File: src/rtl/reg_select_sequencer.sv
// reg_select_sequencer: Moore control sequencer driving register-select and datapath strobes per opcode.
// Optional SEQ_MEM_WAIT_EN: ld T6 / st T7 stall until mem_ready.
module reg_select_sequencer (
    input  logic        clock,
    input  logic        reset_n,
    input  logic        start,
    input  logic [31:0] IR,
    input  logic        mem_ready,
    output logic        Gra,
    output logic        Grb,
    output logic        Grc,
    output logic        Rin,
    output logic        Rout,
    output logic        BAout,
    output logic        Cout,
    output logic        Yin,
    output logic        Zin,
    output logic        Zout,
    output logic        MARin,
    output logic        MDRin,
    output logic        MDRout,
    output logic        Read,
    output logic        Write,
    output logic [4:0]  alu_op,
    output logic        busy,
    output logic        done,
    output logic        illegal
);
`ifdef SEQ_MEM_WAIT_EN
    localparam logic WAIT = 1'b1;
`else
    localparam logic WAIT = 1'b0;
`endif
    typedef enum logic [2:0] {IDLE, T3, T4, T5, T6, T7} state_t;
    localparam logic [16:0] GRA    = 17'(1) << 16;
    localparam logic [16:0] GRB    = 17'(1) << 15;
    localparam logic [16:0] GRC    = 17'(1) << 14;
    localparam logic [16:0] RIN    = 17'(1) << 13;
    localparam logic [16:0] ROUT   = 17'(1) << 12;
    localparam logic [16:0] BAOUT  = 17'(1) << 11;
    localparam logic [16:0] COUT   = 17'(1) << 10;
    localparam logic [16:0] YIN    = 17'(1) << 9;
    localparam logic [16:0] ZIN    = 17'(1) << 8;
    localparam logic [16:0] ZOUT   = 17'(1) << 7;
    localparam logic [16:0] MARIN  = 17'(1) << 6;
    localparam logic [16:0] MDRIN  = 17'(1) << 5;
    localparam logic [16:0] MDROUT = 17'(1) << 4;
    localparam logic [16:0] READ   = 17'(1) << 3;
    localparam logic [16:0] WRITE  = 17'(1) << 2;
    localparam logic [16:0] DONE   = 17'(1) << 1;
    localparam logic [16:0] ILL    = 17'(1);
    state_t      state, nxt;
    logic [4:0]  nop;
    logic [16:0] strb;
    logic        done_r;
    logic        unused_ir;
    assign unused_ir = ^IR[26:0];
    // opcodes 0..14 are all defined; rf = 3..11, ld = 0, st = 2, others are immediate forms
    function automatic logic [16:0] decode(state_t s, logic [4:0] op);
        logic rf;
        rf = op >= 5'd3 && op <= 5'd11;
        case (s)
            T3:      decode = op > 5'd14 ? ILL : rf ? GRB | ROUT | YIN : GRB | BAOUT | YIN;
            T4:      decode = rf ? GRC | ROUT | ZIN : COUT | ZIN;
            T5:      decode = (op == 5'd0 || op == 5'd2) ? ZOUT | MARIN : ZOUT | GRA | RIN | DONE;
            T6:      decode = op == 5'd0 ? READ | MDRIN : GRA | ROUT | MDRIN;
            T7:      decode = op == 5'd0 ? MDROUT | GRA | RIN | DONE : WRITE | DONE;
            default: decode = '0;
        endcase
    endfunction
    always_comb begin
        nxt = state;
        nop = alu_op;
        case (state)
            IDLE: begin
                nxt = start ? T3 : IDLE;
                nop = start ? IR[31:27] : alu_op;
            end
            T3:      nxt = alu_op <= 5'd14 ? T4 : IDLE;
            T4:      nxt = T5;
            T5:      nxt = (alu_op == 5'd0 || alu_op == 5'd2) ? T6 : IDLE;
            T6:      nxt = (WAIT && alu_op == 5'd0 && !mem_ready) ? T6 : T7;
            T7:      nxt = (WAIT && alu_op == 5'd2 && !mem_ready) ? T7 : IDLE;
            default: nxt = IDLE;
        endcase
    end
    always_ff @(posedge clock) begin
        if (!reset_n) begin
            state  <= IDLE;
            alu_op <= '0;
            strb   <= '0;
            busy   <= 1'b0;
        end else begin
            state  <= nxt;
            alu_op <= nop;
            strb   <= decode(nxt, nop);
            busy   <= nxt != IDLE;
        end
    end
    assign {Gra, Grb, Grc, Rin, Rout, BAout, Cout, Yin, Zin, Zout,
            MARin, MDRin, MDRout, Read, Write, done_r, illegal} = strb;
    // a stalled store only reports completion in the cycle memory acknowledges
    assign done = done_r & (mem_ready | !(WAIT && state == T7 && alu_op == 5'd2));
endmodule
File: config.mk
export PLATFORM = sky130hd
export DESIGN_NAME = reg_select_sequencer
export DESIGN_NICKNAME = d
export VERILOG_FILES = /design/src/rtl/reg_select_sequencer.sv
export SDC_FILE = /design/constraint.sdc
export NUM_CORES = 1
export LEC_CHECK = 0
export CAP_MARGIN = 20
export CORE_AREA = 2 2 59 61
export DETAILED_ROUTE_END_ITERATION = 8
export DIE_AREA = 0 0 61 63
export PLACE_DENSITY_LB_ADDON = 0.2
export SLEW_MARGIN = 20
export SYNTH_ARGS = -nofsm -noshare
export SYNTH_HDL_FRONTEND = slang
export SYNTH_SLANG_ARGS = --single-unit
export TNS_END_PERCENT = 20
File: constraint.sdc
create_clock -name clock -period 1.75 [get_ports clock]
set_clock_uncertainty 0.2 [all_clocks]
set_input_delay 0.175 -clock clock [delete_from_list [all_inputs] [get_ports clock]]
set_output_delay 0.175 -clock clock [all_outputs]
set_load 0.01 [all_outputs]
==> summary.md <==
| Metric | Value |
|---|---|
| Status | `finished with violations` |
| Violated checks | `setup timing` |
| Final nets | `201` |
| Max Freq | `0.527 GHz` |
| Clk slew on worst S/H paths | `120 ps` |
| Post-DP HPWL | `1940 um` |
| GR Util All Layers | `14.7%` |
| FILL cells | `318` |
| Setup CP Type | `register to register` |
| Routed via count | `988` |
| Slew @ Worst Pin | `288 ps` |
| Worst Setup Start Kind | `register` |
| Fin. Hold Viols | `0` |
| Maxcap violations | `0` |
| Pleak | `0.697 nW` |
| H-tree levels | `1` |
| Unrepaired setup endpoints after global routing | `yes` |
| Clock sinks | `25` |
| Final setup violation count | `3` |
| First-pass GRT wire length | `4290 um` |
| CP Data Required Time | `1800 ps` |
| Die height | `63 um` |
| Vias in the first global route | `970` |
| Hold Crit Start | `alu_op[1]$_SDFF_PN0_` |
| Reg2reg setup slack | `-150 ps` |
| N_diodes | `0` |
| Slowest stage cell, crit path | `or4_4` |
| Maximum vdd drop | `387 uV` |
| CP max stage delay | `570 ps` |
| Core footprint | `3230 um2` |
| Cell Chain, Critical Path | `or4_4 > xnor2_2 > or4b_1 > a21boi_1` |
| Fin crit share | `108%` |
| Initial antenna violation count | `0` |
| # IOs | `59` |
| Port Buf Inserts | `30` |
| Drt drc | `0` |
| Hold EP | `alu_op[1]$_SDFF_PN0_` |
| Post-synthesis cell type count | `37` |
| Iter 0 DRT Violations | `21` |
| Routed WL | `2570 um` |
| Gr ovfl total | `0` |
| CTS tree | `built` |
| Initial core utilization | `32.8%` |
| Final instance area | `1630 um2` |
| Post-synth EDFFs | `0` |
| Max_slew headroom | `80.6%` |
| Most frequent cells in the layout | `26 x clkdlybuf4s50_1, 26 x buf_4, 21 x dfxtp_1` |
| CTS Root Buffer Type | `clkbuf_4` |
| Mapped Nets | `145` |
| Worst r2r src | `alu_op[0]$_SDFF_PN0_` |
| Vias per inst | `4.70` |
| R2r endpoint | `strb[16]$_SDFF_PN0_` |
| Worst Hold Class | `register to register` |
| PD cells | `730 nW/um2` |
| Setup TNS | `-260 ps` |
| Crit path buffers/inverters | `0` |
| Ys async rst share | `0%` |
| Share of layout cells above drive strength 1 | `26.2%` |
| Post-Syn Area | `1060 um2` |
| Num CTS Buffers | `3` |
| Final min period | `1900 ps` |
| End-of-flow core utilization | `50.5%` |
| Largest net degree at the start of global routing | `14` |
| P&R area growth vs syn | `53.8%` |
| Synth Flop Type | `dfxtp_1` |
| Routed len/inst | `12.3 um` |
| Ys Warns | `0` |
| Synth Area per Inst | `9.73 um2` |
| Clk Latency, worst-skew pair | `310 ps` |
| Row cnt | `21` |
| Hold Path Depth | `2` |
| Die width | `61 um` |
| Final ANT Viol Nets | `0` |
| Sequential area share after synthesis | `47.2%` |
| Final Max Tran Viols | `0` |
| GP Congestion | `0.792` |
| Worst Path Arrival | `1950 ps` |
| Hold Slack | `326 ps` |
| Max Root-Sink Buffers | `2` |
| Setup crit start | `alu_op[0]$_SDFF_PN0_` |
| Post-CTS Setup Inserts | `0` |
| Worst reg2reg path depth | `4` |
| Seq cells post-synth | `25` |
| Critical path fanouts, max | `3` |
| DP Area | `1570 um2` |
| Final worst slack | `-148 ps` |
| DR pass1 iterations | `4` |
| Post-Syn Instances | `109` |
| DIE AREA | `3840 um2` |
| Delay-heaviest family, CP | `simple AND/OR/NAND/NOR gates` |
| Post-place setup slack | `-411 ps` |
| CP endpoint kind | `register` |
[cell usage after synthesis, drive strengths merged (2+ instances only)]
master | number | area (um2)
dfxtp | 25 | 500
nand2 | 15 | 56.3
nor3 | 8 | 61.3
nor2 | 7 | 26.3
a21boi | 6 | 45.1
a21oi | 4 | 20.0
buf | 4 | 41.3
and2 | 3 | 18.8
inv | 3 | 11.3
nand2b | 3 | 18.8
nand3 | 3 | 15.0
nor4 | 3 | 18.8
o21ai | 3 | 15.0
a211o | 2 | 17.5
or4 | 2 | 15.0
or4b | 2 | 20.0
[sequential cells by signal (all words and copies together), names as in the netlist]
signal,flops
state,3
strb,16
alu_op,5
busy,1
[through the flow]
| stage | power, mW | cells |
|---|---|---|
| after global routing | 1.26 | 210 |
| final | 1.19 | 210 |
| after CTS | 1.20 | 210 |
| after detailed placement | 0.943 | 206 |
| after global placement | 0.941 | 206 |
| after floorplan | 0.782 | 109 |
[metal layers]
layer  GRT usage [%]  share of wire [%]  up-vias
met2            24.6                 49       19
li1                -                  -      496
met5               0                  0        -
met1            18.2                 46      471
met3            2.48                3.5        2
met4            5.71               0.89        0
[worst max path at each step]
stage	endpoint	slack [ps]	depth (start not counted)
floorplan	strb[10]$_SDFF_PN0_	-170	6
detailed placement	strb[10]$_SDFF_PN0_	-410	5
global placement	strb[10]$_SDFF_PN0_	-410	5
global route	strb[16]$_SDFF_PN0_	-220	4
CTS	strb[16]$_SDFF_PN0_	-150	4
finish	strb[16]$_SDFF_PN0_	-150	4
[where the power goes]
| part | switching [mW] | total (mW) | internal [mW] | leakage [nW] |
|---|---|---|---|---|
| registers | 0.0129 | 0.611 | 0.599 | 0.205 |
| clock network | 0.157 | 0.246 | 0.0890 | 0.0150 |
| logic | 0.157 | 0.333 | 0.175 | 0.477 |
[logic make-up (layout without fill, tap and decap cells)]
kind of cell / count (synthesis) / count (layout) / synth area share, %
buffers and inverters: 8 / 63 / 5.31
DFF: 25 / 25 / 47.2
xor gates and xnor gates: 1 / 1 / 0.826
and+or+nand+nor: 52 / 52 / 29.0
AOI/OAI and AO/OA: 23 / 23 / 17.7
[area by class of cell]
class	count	area (um2)	share of cell area, %
timing repair buffer	56	502	30.8
inverter	3	11.3	0.690
clock buffer	4	26.3	1.61
sequential	25	505	31.0
tap	46	57.6	3.53
multi-input combinational	76	529	32.4
[worst register-to-register path: cells and delay by family, from the launching register on]
kind | cells | cell delay (ps)
DFF | 1 | 340
xor gates and xnor gates | 1 | 150
AOI/OAI and AO/OA | 1 | 120
and+or+nand+nor | 2 | 1030
[what timing repair did]
action | CTS | global route
endpoints found under the setup margin | 11 | 12
hold buffers | 0 | 0
gates resized for setup | 5 | 7
pin swaps | 3 | 2
Note: power is estimated with default switching activity, not from simulation.
==> RTL change 1: new RTL, same settings <==
Add a define of `SEQ_MEM_WAIT_EN`.
--- a/src/rtl/reg_select_sequencer.sv
+++ b/src/rtl/reg_select_sequencer.sv
@@ -1,5 +1,7 @@
 // reg_select_sequencer: Moore control sequencer driving register-select and datapath strobes per opcode.
 // Optional SEQ_MEM_WAIT_EN: ld T6 / st T7 stall until mem_ready.
+`define SEQ_MEM_WAIT_EN
+
 module reg_select_sequencer (
     input  logic        clock,
     input  logic        reset_n,
Function: changed (Yosys sat finds a counterexample within 10 cycles, from zero or initial values and one cycle with reset_n low).
==> RTL change 1 against the original RTL <==
The flow still finishes with violations (setup timing). Combinational power is 66% higher. Largest cell class unchanged. Sequential cell count unchanged. Final area grew 25%. Core utilization grew 13 points. Synthesized area up 13%. Worst setup slack lost 0.071 ns. Routed wire length rose by 32%. Power is 20% higher.
==> RTL change 1: results (changes against the original RTL) <==
Status: complete, but fails checks (unchanged)
Failing checks: setup timing (unchanged)
Worst-margin pin slew: 0.563 ns (was 0.288 ns)
Overall Global Routing Usage: 18.5% (was 14.7%)
Clk_lat worst skew: 0.30 ns
Vias in the first global route: 1213 (was 970)
Layout fillers: 268 (was 318)
Post-synthesis cell type count: 40 (was 37)
Routed WL: 3.39 mm (was 2.57 mm)
Routed length per instance: 14.0 µm (was 12.3 µm)
# setup viols final: 17 (was 3)
Peak supply drop: 0.328 mV (was 0.387 mV)
Ys flop type: dfxtp_1 (unchanged)
Worst Reg-to-Reg Cells: 5 (was 4)
Largest net degree at the start of global routing: 16 (was 14)
Num CTS Buffers: 3 (unchanged)
Initial antenna violation count: 0 (unchanged)
Leak: 0.853 nW (was 0.697 nW)
Nets: 234 (was 201)
Top cells by count, synth: 25 x dfxtp_1, 17 x nor2_1, 9 x mux2i_1, 9 x nand2_1, 6 x a21oi_1 (was 25 x dfxtp_1, 15 x nand2_1, 7 x nor2_1, 5 x a21boi_0, 5 x nor3_1)
Global placer's final weighted congestion: 0.906 (was 0.792)
Register area share after synthesis: 41.8% (was 47.2%)
Worst Path Max Fanout: 7 (was 3)
Fraction of registers with async set/reset: 0% (unchanged)
Arr. time, crit path: 2.00 ns (was 1.95 ns)
Placed cell count: 235 (was 206)
1st-pass router iterations: 5 (was 4)
Syn_nets: 162 (was 145)
Synth area leaders: dfxtp_1 42%, mux2i_1 7.5%, nor2_1 5.3% (was dfxtp_1 47%, nand2_1 5.3%, a21boi_0 3.5%)
Share of layout cells above drive strength 1: 41.1% (was 26.2%)
Clock root buffer: clkbuf_4 (unchanged)
Half-perimeter wire length after placement: 2.53 mm (was 1.94 mm)
PortBufs: 31 (was 30)
DRT iter0 DRCs: 15 (was 21)
Syn Area/Cell: 9.51 µm² (was 9.73 µm²)
Number of flops mapped to enable cells by yosys: 0 (unchanged)
Hold path cells: 3 (was 2)
Setup ws final: -0.219 ns (was -0.148 ns)
CTS H-Tree Depth: 1 (unchanged)
Clk pin slew, worst setup/hold paths: 0.13 ns
First-pass GRT wire length: 5.43 mm (was 4.29 mm)
HP Class: primary input to register (was register to register)
Vias: 1231 (was 988)
-- RTL change 1: changes by cell type after synthesis, sizes merged, moves of 4 or more --
cell / before / now
a21boi: 6 / 1
mux2i: 0 / 9
nor3: 8 / 4
nor2: 7 / 17
nand2: 15 / 9
-- RTL change 1: cell families after synthesis --
| logic type | synth area share, % |
|---|---|
| AO/OA/AOI/OAI | 17.6 |
| buffers and inverters | 5.01 |
| flip-flops | 41.8 |
| multiplexers | 10.3 |
| AND/OR/NAND/NOR | 25.3 |
-- RTL change 1: report_power, final --
| part | internal (mW) | leakage (nW) | switching, mW | total, mW |
|---|---|---|---|---|
| sequential | 0.603 | 0.207 | 0.0259 | 0.628 |
| clock | 0.0888 | 0.0150 | 0.160 | 0.248 |
| combinational | 0.305 | 0.630 | 0.248 | 0.553 |
-- RTL change 1: final timing paths --
check	start	end	slack, ns
min reg2reg	alu_op[1]$_SDFF_PN0_	alu_op[1]$_SDFF_PN0_	0.43
min	IR[31]	strb[11]$_SDFF_PN0_	0.39
max reg2reg	state[2]$_SDFF_PN0_	strb[12]$_SDFF_PN0_	-0.22
max	state[2]$_SDFF_PN0_	strb[12]$_SDFF_PN0_	-0.22
-- RTL change 1: stage by stage --
step	setup TNS [ns]	setup WS, ns	util, %	cell area [µm²]	hold WS [ns]
after detailed placement	-5.77	-0.541	56.3	1820	0.481
after global placement	-4.59	-0.398	56.3	1820	0.455
after global routing	-2.93	-0.289	63.0	2040	0.372
after CTS	-1.42	-0.202	61.1	1980	0.382
after floorplan	-0.285	-0.0923	-	1210	0.0439
final	-1.49	-0.219	63.0	2040	0.386
-- RTL change 1: what timing repair did --
item,CTS,global route
setup buffers,1,3
resized for setup,34,11
endpoints found under the setup margin,15,26
pin swaps,7,5
-- RTL change 1: critical path, stage by stage, from the launching register on --
cell       delay (ns)
dfxtp_2          0.37
nor4b_4          0.38
buf_6            0.22
mux2i_4          0.28
o2111ai_2        0.18
a211oi_2         0.26
-- RTL change 1: routing by layer --
| metal | up-vias | wire, µm | global-route usage (%) |
|---|---|---|---|
| met5 | - | 0 | 0 |
| met4 | 0 | 53 | 5.98 |
| met3 | 8 | 140 | 2.69 |
| met2 | 38 | 1790 | 32.8 |
| met1 | 577 | 1410 | 21.9 |
| li1 | 608 | - | - |
-- RTL change 1: final cells by class --
class / instances / area share [%]
clock buffers: 4 / 1.29
inverters: 3 / 0.553
multi-input cells: 92 / 39.1
flip-flops and latches: 25 / 25.3
well taps: 46 / 2.83
repair buffers: 73 / 31.0
==> RTL change 2: new RTL, same settings <==
Without the edit above. Reset style: asynchronous (`reset_n`), changed in one clocked block.
--- a/src/rtl/reg_select_sequencer.sv
+++ b/src/rtl/reg_select_sequencer.sv
@@ -84,7 +84,7 @@
             default: nxt = IDLE;
         endcase
     end
-    always_ff @(posedge clock) begin
+    always_ff @(posedge clock or negedge reset_n) begin
         if (!reset_n) begin
             state  <= IDLE;
             alu_op <= '0;
Function: differs if reset_n is asserted again (counterexample within 4 cycles, from zero or initial values and one cycle with reset_n low); with reset_n held inactive, the same outputs for 10 cycles.
==> RTL change 2 against the original RTL <==
The run still ends with setup timing left. Sequential cell count did not move. Non-clock buffer count fell by 7. Core utilization fell by 2.6 points. Synthesized area fell by 2.6%. Routed wire length fell by 15%. Global-route usage fell by 1.8 points. Worst setup slack improved by 0.043 ns. Die area did not move. Final area fell by 5.2%. Via count fell by 18%. Largest cell class is now registers.
Power is not compared: it rests on default switching activity, and its combinational part moved more than twofold at a synthesized area within 25%.
==> RTL change 2: results (changes against the original RTL) <==
Half-perimeter wire length after placement: 1.66 mm (was 1.94 mm)
Routed WL: 2.19 mm (was 2.57 mm)
Syn_nets: 118 (was 145)
Register area share after synthesis: 60.5% (was 47.2%)
Global placer's final weighted congestion: 0.827 (was 0.792)
Arr. time, crit path: 1.86 ns (was 1.95 ns)
Largest reg by FF count: strb (unchanged)
# setup viols final: 3 (unchanged)
Peak supply drop: 0.578 mV
Share of layout cells above drive strength 1: 28.2% (was 26.2%)
1st-pass router iterations: 4 (unchanged)
Fraction of registers with async set/reset: 100% (was 0%)
ANT cells: 0 (unchanged)
Syn Area/Cell: 12.6 µm² (was 9.73 µm²)
Net Sw Frac: 33.6%
Cell Area, Placed: 1500 µm² (was 1570 µm²)
Synth warnings: 0 (unchanged)
Largest registers: strb x16, alu_op x5, state x3 (unchanged)
Setup TNS: -0.220 ns (was -0.260 ns)
Largest net degree at the start of global routing: 26 (was 14)
Final Non-Filler Cells: 177 (was 210)
Overall Global Routing Usage: 12.9% (was 14.7%)
Post-synthesis cell type count: 33 (was 37)
Clock root buffer: clkbuf_4 (unchanged)
Vias: 807 (was 988)
Nets: 168 (was 201)
DRT iter0 DRCs: 13 (was 21)
Synth area leaders: dfrtp_1 61%, mux2_2 5.4%, nor4b_4 2.3% (was dfxtp_1 47%, nand2_1 5.3%, a21boi_0 3.5%)
Failing checks: setup timing (unchanged)
First-pass GRT wire length: 3.75 mm (was 4.29 mm)
Status: complete, but fails checks (unchanged)
Max-slew headroom: 76.7% (was 80.6%)
Clk_lat worst skew: 0.31 ns (about the same)
HP Class: primary input to asynchronous set/reset pin (was register to register)
Top cells by count, synth: 25 x dfrtp_1, 6 x nor2_1, 5 x mux2_2, 4 x a21oi_1 (was 25 x dfxtp_1, 15 x nand2_1, 7 x nor2_1, 5 x a21boi_0, 5 x nor3_1)
Num CTS Buffers: 3 (unchanged)
Vias in the first global route: 815 (was 970)
Setup ws final: -0.105 ns (was -0.148 ns)
PortBufs: 30 (unchanged)
Worst Path Max Fanout: 4 (was 3)
Post-place setup slack: -0.359 ns (was -0.411 ns)
Ys flop type: dfrtp_1 (was dfxtp_1)
## RTL change 2: power groups by stage
stage | registers (mW) | logic (mW) | clock network [mW]
after CTS | 0.874 | 1.10 | 0.267
final | 0.873 | 1.10 | 0.247
after detailed placement | 0.885 | 1.11 | 0
after global placement | 0.889 | 1.09 | 0
after floorplan | 0.968 | 0.459 | 0
after global routing | 0.892 | 1.20 | 0.288
## RTL change 2: cell families (layout without fill, tap and decap cells)
logic type      count (synthesis)  in the layout  synth area share (%)
compound gates                 14             14                  9.20
buf+inv                         5             54                  3.75
flops                          25             25                  60.5
mux                             6              6                  6.42
simple gates                   32             32                  20.1
## RTL change 2: metal layers
| layer | up-vias | track usage [%] | part of all wire [%] |
|---|---|---|---|
| met5 | - | 0 | 0 |
| met4 | 0 | 4.89 | 0.91 |
| met3 | 2 | 2.69 | 5.1 |
| met2 | 26 | 20.3 | 49 |
| met1 | 390 | 17.1 | 45 |
| li1 | 389 | - | - |
## RTL change 2: final timing paths
kind                                      from                  end  slack, ns  cells past startpoint
max in group asynchronous              reset_n  alu_op[1]$_DFF_PN0_       1.08                      2
hold reg to reg            alu_op[1]$_DFF_PN0_    strb[4]$_DFF_PN0_       0.34                      1
hold / removal                         reset_n    strb[5]$_DFF_PN0_      0.009                      2
min in group clock         alu_op[1]$_DFF_PN0_    strb[4]$_DFF_PN0_       0.34                      1
setup / recovery            state[0]$_DFF_PN0_    strb[2]$_DFF_PN0_      -0.11                      5
setup reg to reg            state[0]$_DFF_PN0_    strb[2]$_DFF_PN0_      -0.11                      5
## RTL change 2: cell type report
class,instances,area [µm²]
inverters,1,3.75
fillers,315,1690
well taps,46,57.6
clock inverters,1,5.00
multi-input cells,52,385
repair buffers,49,445
flip-flops and latches,25,627
clock buffers,3,22.5
## RTL change 2: critical path: stages (launching register included)
cell	delay (ns)
dfrtp_1	0.43
nor4b_4	0.26
buf_4	0.18
mux2_4	0.32
or2_4	0.24
nor2b_4	0.12
## RTL change 2: timing repair
item / 4_1_cts / 5_1_grt
pin swaps: 6 / 4
resized for setup: 2 / 7
buffers inserted: 1 / 0
endpoints found under the setup margin: 10 / 13
